<file path="src/rtl/wb_commit_queue.sv">
// -----------------------------------------------------------------------------
// wb_commit_queue
//   Write-back commit queue sitting between two result producers and a
//   dual-write-port register file. Up to two results are accepted per cycle
//   (older slot 1 first, then younger slot 2). Up to two entries are drained
//   per cycle straight from the head. The register file writes on the falling
//   edge, so the drain outputs are combinational from the queue state.
//
//   Optional feature macro: WB_FORWARD_EN
//     defined   -> fwd_hit/fwd_data report the youngest queued entry whose
//                  destination matches fwd_addr (nonzero), combinationally.
//     undefined -> fwd_hit and fwd_data are tied to 0 and no comparators exist.
//
// Parameters
//   DEPTH     queue entries, power of two, >= 4
//
// Ports
//   CLK                    clock, all state changes on the rising edge
//   RSTn                   asynchronous active-low reset
//   in_valid1/2            result valid, slot 1 older, slot 2 younger
//   in_addr1/2   [4:0]     destination register (r0 results are dropped)
//   in_data1/2   [31:0]    result value
//   in_ready               at least two free entries (pre-edge)
//   drain_en               register-file write ports available this cycle
//   WE1/WE2                write enables to the register file
//   Aw1/Aw2      [4:0]     write addresses (0 while the matching WE is 0)
//   WD1/WD2      [31:0]    write data (0 while the matching WE is 0)
//   fwd_addr     [4:0]     forwarding lookup address
//   fwd_hit                a queued entry matches fwd_addr
//   fwd_data     [31:0]    data of the youngest matching queued entry
// -----------------------------------------------------------------------------
module wb_commit_queue #(
  parameter int DEPTH = 8
) (
  input  logic        CLK,
  input  logic        RSTn,
  input  logic        in_valid1,
  input  logic        in_valid2,
  input  logic [4:0]  in_addr1,
  input  logic [4:0]  in_addr2,
  input  logic [31:0] in_data1,
  input  logic [31:0] in_data2,
  output logic        in_ready,
  input  logic        drain_en,
  output logic        WE1,
  output logic        WE2,
  output logic [4:0]  Aw1,
  output logic [4:0]  Aw2,
  output logic [31:0] WD1,
  output logic [31:0] WD2,
  input  logic [4:0]  fwd_addr,
  output logic        fwd_hit,
  output logic [31:0] fwd_data
);

  localparam int AW = $clog2(DEPTH);
  localparam int CW = AW + 1;
  localparam logic [CW-1:0] DEPTH_C = CW'(DEPTH);

  // Entry storage: no reset, validity is implied by head/count.
  logic [4:0]    r_addr_mem [DEPTH];
  logic [31:0]   r_data_mem [DEPTH];

  logic [AW-1:0] r_head;
  logic [AW-1:0] r_tail;
  logic [CW-1:0] r_count;

  logic          w_ready;
  logic          w_acc1;
  logic          w_acc2;
  logic [1:0]    w_push_n;
  logic [AW-1:0] w_tail2;
  logic [AW-1:0] w_head1;
  logic          w_pres1;
  logic          w_pres2;
  logic          w_same;
  logic [1:0]    w_pop_n;
  logic          w_we1;
  logic          w_we2;

  // Free entries >= 2 on the pre-edge count. Because acceptance requires
  // this, a push can never overflow even when nothing is popped.
  assign w_ready  = (r_count <= (DEPTH_C - CW'(2)));
  assign in_ready = w_ready;

  // Results to r0 are discarded before they reach the queue.
  assign w_acc1   = w_ready & in_valid1 & (in_addr1 != 5'd0);
  assign w_acc2   = w_ready & in_valid2 & (in_addr2 != 5'd0);
  assign w_push_n = {1'b0, w_acc1} + {1'b0, w_acc2};
  // Slot 2 lands right behind slot 1, or at the tail if slot 1 was dropped.
  assign w_tail2  = w_acc1 ? (r_tail + AW'(1)) : r_tail;

  // Drain presentation straight from the head.
  assign w_head1  = r_head + AW'(1);
  assign w_pres1  = drain_en & (r_count >= CW'(1));
  assign w_pres2  = drain_en & (r_count >= CW'(2));
  // Two writes to one register in the same cycle: only the younger survives,
  // but both entries still leave the queue.
  assign w_same   = w_pres2 & (r_addr_mem[r_head] == r_addr_mem[w_head1]);
  assign w_pop_n  = {1'b0, w_pres1} + {1'b0, w_pres2};

  assign w_we1    = w_pres1 & ~w_same;
  assign w_we2    = w_pres2;

  assign WE1 = w_we1;
  assign WE2 = w_we2;
  assign Aw1 = w_we1 ? r_addr_mem[r_head]  : 5'd0;
  assign WD1 = w_we1 ? r_data_mem[r_head]  : 32'd0;
  assign Aw2 = w_we2 ? r_addr_mem[w_head1] : 5'd0;
  assign WD2 = w_we2 ? r_data_mem[w_head1] : 32'd0;

  // Storage writes (no reset needed).
  always_ff @(posedge CLK) begin
    if (w_acc1) begin
      r_addr_mem[r_tail] <= in_addr1;
      r_data_mem[r_tail] <= in_data1;
    end
    if (w_acc2) begin
      r_addr_mem[w_tail2] <= in_addr2;
      r_data_mem[w_tail2] <= in_data2;
    end
  end

  // Pointers and occupancy. Pointer arithmetic wraps naturally at DEPTH.
  always_ff @(posedge CLK or negedge RSTn) begin
    if (!RSTn) begin
      r_head  <= '0;
      r_tail  <= '0;
      r_count <= '0;
    end else begin
      r_head  <= r_head + AW'(w_pop_n);
      r_tail  <= r_tail + AW'(w_push_n);
      r_count <= r_count + CW'(w_push_n) - CW'(w_pop_n);
    end
  end

`ifdef WB_FORWARD_EN
  logic          w_fwd_hit;
  logic [31:0]   w_fwd_data;
  logic [AW-1:0] w_fwd_idx;

  // Walk from oldest to youngest so the last match (youngest) wins.
  always_comb begin
    w_fwd_hit  = 1'b0;
    w_fwd_data = 32'd0;
    w_fwd_idx  = '0;
    for (int i = 0; i < DEPTH; i++) begin
      w_fwd_idx = r_head + AW'(i);
      if ((CW'(i) < r_count) && (fwd_addr != 5'd0) &&
          (r_addr_mem[w_fwd_idx] == fwd_addr)) begin
        w_fwd_hit  = 1'b1;
        w_fwd_data = r_data_mem[w_fwd_idx];
      end
    end
  end

  assign fwd_hit  = w_fwd_hit;
  assign fwd_data = w_fwd_data;
`else
  logic w_unused_fwd;
  assign w_unused_fwd = ^fwd_addr;
  assign fwd_hit  = 1'b0;
  assign fwd_data = 32'd0;
`endif

endmodule

</file>
<file path="config.mk">
export PLATFORM = sky130hd
export DESIGN_NAME = wb_commit_queue
export DESIGN_NICKNAME = d
export VERILOG_FILES = /design/src/rtl/wb_commit_queue.sv
export SDC_FILE = /design/constraint.sdc
export NUM_CORES = 1
export LEC_CHECK = 0
export BUFFER_PORTS_ARGS = -buffer_cell sky130_fd_sc_hd__buf_2
export CELL_PAD_IN_SITES_DETAIL_PLACEMENT = 2
export CELL_PAD_IN_SITES_GLOBAL_PLACEMENT = 2
export CORE_MARGIN = 2
export CORE_UTILIZATION = 47
export DETAILED_ROUTE_END_ITERATION = 7
export PLACE_DENSITY_LB_ADDON = 0.1
export SYNTH_ARGS = -nofsm -noshare
export SYNTH_HDL_FRONTEND = slang
export SYNTH_SLANG_ARGS = --single-unit
</file>
<file path="constraint.sdc">
create_clock -name CLK -period 13.1 [get_ports CLK]
set_clock_uncertainty 0.1 [all_clocks]
set_input_delay 2.62 -clock CLK [delete_from_list [all_inputs] [get_ports CLK]]
set_output_delay 2.62 -clock CLK [all_outputs]
set_load 0.05 [all_outputs]
</file>
* Word-level counts from Yosys, hierarchy flattened
Memories as Yosys holds them, arrays and structs flattened.
Cells that the tools add are included.
** Storage, ports and cells
- Word-level logic and storage cells :: 37
- Register bits :: 10
- Memories kept :: 2
- Bits in writable memories :: 296
- Input bits :: 84
** Operators by class
- Mux-type cells :: 9
- Reductions and logical operators :: 2
- Bitwise logic cells :: 9
- Equal/unequal tests :: 1
- $add $sub $neg :: 8
- Order comparisons :: 3
** Memories
- r_data_mem :: words 8, bits a word 32, rd ports 2, clocked after Yosys merged registers in 0, write ports 2, RTL line 62 : logic [31:0] r_data_mem [DEPTH];
- r_addr_mem :: words 8, bits a word 5, rd ports 2, clocked after Yosys merged registers in 0, write ports 2, RTL line 61 : logic [4:0] r_addr_mem [DEPTH];
** Operator list (number)
- two-way mux 32 bit :: 2
- two-way mux 5 bit :: 2
- nonzero test 5 bit :: 2
- AND 1 bit :: 8
- adder 3 x 1 -> 3 bit, second input constant :: 2
- adder 3 x 2 -> 3 bit :: 2
- == test 5 bit :: 1
- adder 1 x 1 -> 2 bit :: 2
- adder 4 x 2 -> 4 bit :: 1
- >= comparator 4 x 1 -> 1 bit, second input constant :: 1
- >= comparator 4 x 2 -> 1 bit, second input constant :: 1
- <= comparator 4 x 3 -> 1 bit, second input constant :: 1
- two-way mux 1 bit :: 4
- subtractor 4 x 2 -> 4 bit :: 1
- two-way mux 3 bit :: 1
- inverter 1 bit :: 1

* Depth between registers and ports, before layout
Gate-level depths: netlist of run 1.
An unclocked memory read counts as a cell.
- Depth in word-level cells :: 7
- Gate-level depth with buffers :: 16

* Worst setup path after synthesis of run 1
Ideal clock, no wire load.
- Kind :: input-to-output
- Start :: in drain_en
- End :: out WD1[23]
- Path buffers :: 2
- Path slack :: 5.623 ns
- Cell stages on the path :: 6
- Data required time :: 10.380 ns
- Data arrival time :: 4.757 ns
- Cells stage by stage :: o21ai_0 -> inv_1 -> a21oi_1 -> clkbuf_1 -> clkbuf_1 -> nor3_1
** On the way
- Cells in the longest elaborated chain, start to end :: 5
- Elaborated cells on any way between the ends :: 6
** RTL lines
- start: declaration :: RTL line 44 : input logic drain_en,
- AND 1 bit :: RTL line 96 : assign w_pres2 = drain_en & (r_count >= CW'(2));
- via WE2 :: RTL line 46 : output logic WE2,
- AND 1 bit :: RTL line 99 : assign w_same = w_pres2 & (r_addr_mem[r_head] == r_addr_mem[w_head1]);
- inverter 1 bit :: RTL line 102 : assign w_we1 = w_pres1 & ~w_same;
- AND 1 bit :: RTL line 102
- two-way mux 32 bit :: RTL line 108 : assign WD1 = w_we1 ? r_data_mem[r_head] : 32'd0;
- end: declaration :: RTL line 49 : output logic [31:0] WD1,
The timed path passes the listed nets, and every way through them passes these cells.

* Worst setup path after layout of run 1
- Start :: reg r_head[0]
- End :: out WD1[24]
** On the way
- Cells in the longest elaborated chain, start to end :: 7
- Elaborated cells on any way between the ends :: 8
** RTL lines
- start: declaration :: RTL line 64 : logic [AW-1:0] r_head;
- start signal: assignment :: RTL line 131 : r_head <= r_head + AW'(w_pop_n);
- adder 3 x 1 -> 3 bit :: RTL line 94 : assign w_head1 = r_head + AW'(1);
- memory (8 x 5 bit)
- == test 5 bit :: RTL line 99
- AND 1 bit :: RTL line 99
- inverter 1 bit :: RTL line 102
- AND 1 bit :: RTL line 102
- two-way mux 32 bit * :: RTL line 108
Mark *: on every way between the ends. The rest lies on a longest branch, timed or not.

==> metrics.md, run 1 <==
| Metric | Value |
|---|---|
| CP Buf/Inv Count | `3` |
| Post-synth EDFFs | `about 300` |
| Synthesized area | `about 0.019 mm2` |
| PwrDens | `269 mW/mm2` |
| Max FO, Critical Path | `between 60 and 70` |
| CP Cell Sequence | `buf_4, buf_4, mux4_2, xnor2_1, a32oi_1, a21oi_1, and4_2, nor3_1, buf_2` |
| Syn. warnings | `0` |
| Largest net degree at the start of global routing | `63` |
| Drt drc | `0` |
| Worst setup SP type | `register` |
| Starting DRT DRC Count | `826` |
| Synth Flop Type | `edfxtp_1` |
| Dpl hpwl | `33.2 mm` |
| Die height | `approximately 200 um` |
| Die width | `~200 um` |
| Fmax | `about 120 MHz` |
| Outcome | `finished, final reports clean` |
| WL/cell | `31.0 um` |
| Storage element area | `~0.0091 mm2` |
| Post-CTS Resized | `0` |
| Core footprint | `0.0395 mm2` |
| GRT Total Usage | `28.3%` |
| Layout cells sized above 1 | `between 40 and 50%` |
| Worst path required time | `10.38 ns` |
| Worst skew pair latency | `0.53 ns` |
| Number of max-cap violations | `0` |
| Buffers on Ports | `155` |
| Full die area | `0.0414 mm2` |
| First-pass GRT wire length | `85.2 mm` |
| Final net count | `about 1,400` |
| CP max-delay cell | `and4_2` |
| Crit. End Element | `output port` |
| Clock Tree Buf Depth | `3` |
| CTS clock-pin slew for the worst setup and hold paths | `0.06 ns` |
| Routed WL | `58.0 mm` |
| Relative slew slack | `20.9%` |
| TritonCTS buffer count | `37` |
| Post-CTS setup buffer count | `0` |
| Dpl ws | `5.24 ns` |
| Initial Utilization | `a little under half` |
| Synth Register Bits | `306` |
| Drt pass-1 iters | `5` |
| Layout fillers | `3,560` |
| Gp weighted congestion | `0.767` |
| Setup_tns | `0 ns` |
| Period utilization | `about 64%` |
| Critical Path AT | `roughly 5.7 ns` |
| CTS tree | `built` |
| Mapped Avg Cell Area | `15.7 um2` |
| RSZ-0062 raised after global routing | `no` |
| Vias after detailed routing | `approximately 12,000` |
| CTS Hold Bufs | `0` |
| TritonCTS Sinks | `306` |
| Cell taking the most area after synthesis | `edfxtp_1` |
| Post-synth cell types | `51` |
| WS Path Type | `reg2out` |
| Final Critical Period | `around 8.4 ns` |
| Synth top area cells | `edfxtp_1, mux4_2, mux2_2` |
| Post-synthesis cell count | `1,190` |
| Number of global-route vias before repair | `12,963` |
| Hold Vio Cnt, Final | `0` |
| Max rail drop VDD | `approximately 180 uV` |
| Most Frequent Cell on Critical Path | `buf_4` |
| Final worst setup slack | `4.68 ns` |
| Slew @ Worst Pin | `1.19 ns` |
| H-Tree Depth | `2` |
| Via density | `6.23` |
| Family with the most delay on the worst path | `buffers and inverters` |
| Async SR Flop Fraction | `3.27%` |
| Worst hold path type | `reg2reg` |
| Post-DRT Antenna Nets | `0` |
| Cell Rows | `73` |
| Top-area cell type share of the netlist area | `47.5%` |
| Area used by multi-input combinational logic | `0.00903 mm2` |
| Pleak | `0.00741 uW` |
| Congestion Overflow GR | `0` |
| Max incr delay on CP | `1.06 ns` |
| Initial antenna violation count | `7` |
| Max Slew Vio Count | `0` |
| Final setup vio count | `0` |
| Top Ports | `between 150 and 200` |
| Layout area overhead | `12.1%` |
| Root buf cell | `clkbuf_16` |
| Seq/Total Area, Yosys | `48.8%` |
-- final timing paths --
path,from,end,slack [ns],cells past startpoint
max,r_head[0]$_DFF_PN0_,WD1[24],4.68,9
min,r_count[0]$_DFF_PN0_,r_count[0]$_DFF_PN0_,0.50,1
max reg2reg,r_count[3]$_DFF_PN0_,r_count[3]$_DFF_PN0_,8.71,16
min reg2reg,r_count[0]$_DFF_PN0_,r_count[0]$_DFF_PN0_,0.50,1
max in group asynchronous,RSTn,r_head[1]$_DFF_PN0_,10.81,1
min in group asynchronous,RSTn,r_tail[2]$_DFF_PN0_,1.85,1
-- cell families (layout without fill, tap and decap cells) --
logic type | after synthesis | count (layout) | synth area share, %
AO/OA/AOI/OAI | 75 | 75 | 2.45
XOR/XNOR | 24 | 24 | 1.16
adder cells (fa/ha/maj) | 16 | 16 | 1.23
buffers and inverters | 143 | 264 | 4.68
flip-flops | 306 | 306 | 48.8
multiplexers | 482 | 482 | 38.0
other | 1 | 37 | 0.0200
AND/OR/NAND/NOR | 143 | 143 | 3.62
-- where the power goes --
part	switching, uW	internal (uW)	total, uW
clock network	406	566	972
logic	2000	1150	3150
registers	176	1340	1510
-- Yosys cell counts, drive strengths merged, types with 10 or more instances --
master  count
edfxtp    296
xnor2      19
a21oi      48
dfrtp      10
inv        21
mux2      297
mux4      148
buf        94
nand2      80
clkbuf     28
mux2i      37
ha         12
nor3       38
-- area by class of cell --
cell class	instances	area share, %
timing repair buffer	179	4.55
inverter	21	0.381
clock inverter	19	0.650
tap	525	3.13
clock buffer	45	4.65
multi-input combinational	773	43.0
sequential	306	43.6
antenna	4	0.0477
-- cells in the final DEF, fill, tap and decap left out, types with 18 or more instances in the layout --
master	count
a21oi_1	39
buf_2	155
buf_4	24
clkbuf_16	37
conb_1	33
edfxtp_1	296
inv_1	18
mux2_1	133
mux2_2	145
mux2_4	19
mux2i_1	37
mux4_2	148
nand2_1	79
nor3_1	31
xnor2_1	18
-- registers in the layout (all words and copies together) (netlist names) --
| signal | count |
|---|---|
| r_tail | 3 |
| r_head | 3 |
| r_count | 4 |
| r_addr_mem | 40 |
| r_data_mem | 256 |
-- layer usage --
layer	vias up	GRT usage [%]	share of wire, %
met5	-	0	0.074
met4	6	9.07	2.8
met3	103	4.28	4.2
met2	310	50.0	52
met1	6279	35.7	41
li1	4966	-	-
-- per-stage QoR --
stage / hold WS (ns) / cell area, um2 / std cells / util (%) / total power, uW
finish: 0.497 / 21000 / 1872 / 53.1 / 5640
CTS: 0.505 / 21000 / 1868 / 53.0 / 5690
global route: 0.529 / 21000 / 1870 / 53.1 / 5910
global placement: 0.487 / 19900 / 1804 / 50.2 / 4600
floorplan: 0.397 / 18800 / 1222 / - / 3820
detailed placement: 0.492 / 19900 / 1804 / 50.2 / 4690
Power figures use the tool's default switching activity.
==> run 2, diff against run 1 <==
Settings changed: CORE_UTILIZATION 47 to 40.
Clock period 13.1 ns to 7.25 ns, I/O delays scaled along.
==> metrics.md, run 2 (synthesized netlist as in run 1, its figures left out) <==
| Metric | Value |
|---|---|
| Outcome | `finished, final reports clean` |
| Initial antenna violation count | `6` |
| Worst setup SP type | `register` |
| First-pass GRT wire length | `85.2 mm` |
| Post-DRT Antenna Nets | `0` |
| Starting DRT DRC Count | `870` |
| RSZ-0062 raised after global routing | `no` |
| Fmax | `around 160 MHz` |
| Hold Vio Cnt, Final | `0` |
| Layout cells sized above 1 | `43.5%` |
| Number of max-cap violations | `0` |
| Drt drc | `0` |
| Placed cell area | `~0.02 mm2` |
| Final net count | `between 1,000 and 1,500` |
| TritonCTS Sinks | `306` |
| Setup_tns | `0 ns` |
| Worst skew pair latency | `0.55 ns` |
| Dpl ws | `roughly 1.5 ns` |
| Largest Register | `r_data_mem` |
| Clock Tree Buf Depth | `3` |
| Full die area | `~0.049 mm2` |
| Max rail drop VDD | `301 uV` |
| Critical Path AT | `4.80 ns` |
| Dpl hpwl | `34.0 mm` |
| CP max-delay cell | `ha_4` |
| Max incr delay on CP | `~0.8 ns` |
| Layout fillers | `4,381` |
| Buffers on Ports | `155` |
| H-Tree Depth | `2` |
| Max Slew Vio Count | `0` |
| CTS clock-pin slew for the worst setup and hold paths | `0.05 ns` |
| Final Critical Period | `6.35 ns` |
| Drt pass-1 iters | `5` |
| Flip-flop count of the largest register after layout | `256` |
| Vias after detailed routing | `11,588` |
| Root buf cell | `clkbuf_16` |
| Pwr Total | `10,200 uW` |
| Largest net degree at the start of global routing | `150` |
| Top Ports | `194` |
| Post-CTS Resized | `0` |
| Relative slew slack | `26.5%` |
| WL/cell | `30.2 um` |
| PwrDens | `485 mW/mm2` |
| Most frequent cells in the layout | `edfxtp_1, buf_2, mux4_2, mux2_2, mux2_1` |
| Die width | `220 um` |
| Max FO, Critical Path | `38` |
| Die height | `~220 um` |
| Number of global-route vias before repair | `12,667` |
| Worst path required time | `5.70 ns` |
| Gp weighted congestion | `0.725` |
| DP Cell Count | `1,889` |
| CP Cell Sequence | `ha_4, mux4_2, xnor2_1, a22oi_1, a32oi_1, and4_2, buf_4, nor3_1, buf_2` |
| Routed WL | `59.1 mm` |
| Slew @ Worst Pin | `1.10 ns` |
| WS Path Type | `reg2out` |
| Layout area overhead | `12.9%` |
| Commonest non-fill, non-tap cell in the layout | `edfxtp_1` |
| GRT Total Usage | `between 20% and 30%` |
| Crit. End Element | `output port` |
| CTS tree | `built` |
| Final worst setup slack | `0.896 ns` |
| Final setup vio count | `0` |
| Top Registers | `r_data_mem: 256 flops, r_addr_mem: 40 flops, r_count: 4 flops` |
| TritonCTS buffer count | `36` |
| Via density | `5.93` |
| Post-CTS setup buffer count | `0` |
| Cell Rows | `between 70 and 80` |
| Period utilization | `87.6%` |
| Pleak | `0.00744 uW` |
| Core footprint | `0.0464 mm2` |
| Congestion Overflow GR | `0` |
| Initial Utilization | `40.4%` |
| Worst hold path type | `reg2reg` |
| Final instance area | `0.0211 mm2` |
| CTS Hold Bufs | `0` |
| Final Non-Filler Cells | `1,955` |
run 2: cell count changes in the layout (fill, tap and decap cells not counted), sizes merged:
cell    previous run  this run
bufinv             2         3
diode              4         2
buf              179       182
clkbuf            45        42
inv               21        23
run 2: final cells by class:
type | instances | area, um2 | area share [%]
Antenna cell | 2 | 5.00 | 0.0237
Clock buffer | 42 | 945 | 4.47
Clock inverter | 22 | 181 | 0.858
Inverter | 21 | 78.8 | 0.373
Multi-Input combinational cell | 773 | 9030 | 42.7
Sequential cell | 306 | 9150 | 43.3
Tap cell | 607 | 759 | 3.59
Timing Repair Buffer | 182 | 991 | 4.69
run 2: metrics by stage:
stage / hold WS [ns] / util, %
5_1_grt: 0.555 / 45.6
2_1_floorplan: 0.397 / -
6_report: 0.515 / 45.6
3_3_place_gp: 0.488 / 43.2
3_5_place_dp: 0.507 / 43.2
4_1_cts: 0.531 / 45.6
run 2: power by group:
group	internal (uW)	switching (uW)
Clock	1040	759
Sequential	2410	237
Combinational	2100	3700
Total	5550	4690
run 2: final timing paths:
kind	start	end	slack, ns	cells past startpoint
setup / recovery	r_head[1]$_DFF_PN0_	Aw1[1]	0.90	9
hold / removal	r_count[0]$_DFF_PN0_	r_count[0]$_DFF_PN0_	0.51	1
setup reg to reg	r_count[2]$_DFF_PN0_	r_count[3]$_DFF_PN0_	3.04	14
hold reg to reg	r_count[0]$_DFF_PN0_	r_count[0]$_DFF_PN0_	0.51	1
max in group asynchronous	RSTn	r_head[1]$_DFF_PN0_	6.15	1
min in group asynchronous	RSTn	r_count[0]$_DFF_PN0_	0.67	1
run 2: critical path, delay by kind of cell (launching register included):
| kind | cells | cell delay [ns] |
|---|---|---|
| and+or+nand+nor | 2 | 0.82 |
| adders and majority gates | 1 | 0.81 |
| buffers and inverters | 2 | 0.72 |
| DFF | 1 | 0.68 |
| muxes | 1 | 0.66 |
| AOI/OAI and AO/OA | 2 | 0.28 |
| xor gates and xnor gates | 1 | 0.21 |
run 2: per-layer routing:
| layer | vias to the layer above | GRT usage (%) | share of wire [%] |
|---|---|---|---|
| met5 | - | 0 | 0.073 |
| met4 | 8 | 6.33 | 2.2 |
| met3 | 87 | 4.07 | 4.9 |
| met2 | 301 | 42.5 | 50 |
| met1 | 6230 | 32.6 | 43 |
| li1 | 4962 | - | - |
==> run 3, diff against run 2 <==
Settings changed: CELL_PAD_IN_SITES_DETAIL_PLACEMENT 2 to 0, CELL_PAD_IN_SITES_GLOBAL_PLACEMENT 2 to 1, CORE_UTILIZATION 40 to 46.
==> metrics.md, run 3 (synthesized netlist as in run 1, its figures left out) <==
| Metric | Value |
|---|---|
| Outcome | `finished, final reports clean` |
| Top Ports | `~190` |
| Top Registers | `r_data_mem: 256 flops, r_addr_mem: 40 flops, r_count: 4 flops` |
| CTS clock-pin slew for the worst setup and hold paths | `0.06 ns` |
| Number of max-cap violations | `0` |
| Routed WL | `51.8 mm` |
| First-pass GRT wire length | `75.6 mm` |
| Pleak | `0.00741 uW` |
| Max Slew Vio Count | `0` |
| Clock Tree Buf Depth | `3` |
| H-Tree Depth | `2` |
| GRT Total Usage | `24.9%` |
| Vias after detailed routing | `11,451` |
| Period utilization | `82.5%` |
| Commonest non-fill, non-tap cell in the layout | `edfxtp_1` |
| Congestion Overflow GR | `0` |
| Max incr delay on CP | `approximately 0.76 ns` |
| Family with the most delay on the worst path | `buffers and inverters` |
| Hold Vio Cnt, Final | `0` |
| Post-CTS setup buffer count | `0` |
| Die width | `between 200 and 250 um` |
| Largest Register | `r_data_mem` |
| TritonCTS Sinks | `306` |
| Flip-flop count of the largest register after layout | `256` |
| Final setup vio count | `0` |
| Fmax | `167 MHz` |
| WL/cell | `27.6 um` |
| Crit. path cell count | `9` |
| Layout area overhead | `12.0%` |
| Die height | `206 um` |
| Dpl hpwl | `about 30 mm` |
| Max FO, Critical Path | `44` |
| Worst path required time | `5.70 ns` |
| Worst hold path type | `reg2reg` |
| Layout fillers | `3,403` |
| CTS Hold Bufs | `0` |
| Max rail drop VDD | `approximately 310 uV` |
| Worst setup SP type | `register` |
| Core footprint | `approximately 0.040 mm2` |
| Initial antenna violation count | `6` |
| CP max-delay cell | `dfrtp_4` |
| TritonCTS buffer count | `37` |
| Setup_tns | `0 ns` |
| Final Critical Period | `5.98 ns` |
| Gp weighted congestion | `about 0.75` |
| Reg2Reg Depth | `14` |
| Crit. End Element | `output port` |
| RSZ-0062 raised after global routing | `no` |
| Starting DRT DRC Count | `~730` |
| Worst skew pair latency | `0.55 ns` |
| CP Buf/Inv Count | `3` |
| Worst hold stages | `1` |
| Via density | `6.10` |
| Full die area | `0.0423 mm2` |
| Drt drc | `0` |
| Drt pass-1 iters | `5` |
| Cell Rows | `73` |
| Relative slew slack | `between 30 and 40%` |
| Initial Utilization | `46.9%` |
| WS Path Type | `reg2out` |
| Largest net degree at the start of global routing | `54` |
| Most frequent cells in the layout | `edfxtp_1, buf_2, mux4_2, mux2_2, mux2_1` |
| Critical Path AT | `roughly 4.4 ns` |
| CTS tree | `built` |
| Final net count | `1,425` |
| Slew @ Worst Pin | `1.00 ns` |
| Root buf cell | `clkbuf_16` |
| Layout cells sized above 1 | `43.2%` |
| Dpl ws | `1.78 ns` |
| Buffers on Ports | `155` |
| CP Cell Sequence | `buf_4, mux4_2, xnor2_1, nand4_1, o311ai_0, and4_2, buf_12, nor3_1, buf_2` |
| Final worst setup slack | `1.27 ns` |
| Post-DRT Antenna Nets | `0` |
| PwrDens | `475 mW/mm2` |
| Number of global-route vias before repair | `11,489` |
| Post-CTS Resized | `0` |
## run 3: cell types whose count changed in the layout (fill, tap and decap cells not counted), sizes merged
| cell | before | now |
|---|---|---|
| bufinv | 3 | 0 |
| buf | 182 | 186 |
| clkbuf | 42 | 55 |
| clkinv | 17 | 8 |
## run 3: metal layers
metal  global-route usage [%]  wire length, um
met4                     6.35             1040
met3                     4.09             2770
met1                     33.8            22100
met5                        0               59
met2                     42.0            25900
## run 3: worst paths after layout
| kind | startpoint | to | slack (ns) |
|---|---|---|---|
| max in group asynchronous | RSTn | r_head[1]$_DFF_PN0_ | 6.16 |
| hold / removal | r_count[0]$_DFF_PN0_ | r_count[0]$_DFF_PN0_ | 0.49 |
| setup reg to reg | r_count[2]$_DFF_PN0_ | r_count[3]$_DFF_PN0_ | 3.24 |
| hold reg to reg | r_count[0]$_DFF_PN0_ | r_count[0]$_DFF_PN0_ | 0.49 |
| setup / recovery | r_head[0]$_DFF_PN0_ | Aw1[0] | 1.27 |
| min in group asynchronous | RSTn | r_count[2]$_DFF_PN0_ | 0.66 |
## run 3: metrics by stage
stage               cell area, um2  instances  total power, uW  utilization, %  hold slack (ns)
finish                       21000       1878             9960            52.6            0.490
floorplan                    18800       1222             6910               -            0.397
CTS                          21000       1876            10100            52.5            0.500
detailed placement           19900       1811             8370            49.9            0.489
global placement             19900       1811             8330            49.9            0.480
global route                 21000       1876            10500            52.5            0.541
## run 3: cell type report
cell class	count	area [um2]	area share, %
sequential	306	9150	43.6
multi-input combinational	773	9020	43.0
timing repair buffer	186	1020	4.87
clock buffer	55	993	4.74
tap	525	657	3.13
inverter	21	78.8	0.376
clock inverter	10	53.8	0.257
antenna	2	5.00	0.0239
## run 3: report_power, final
group          internal, uW  switching [uW]
Clock                   948             724
Combinational          2090            3530
Sequential             2410             250
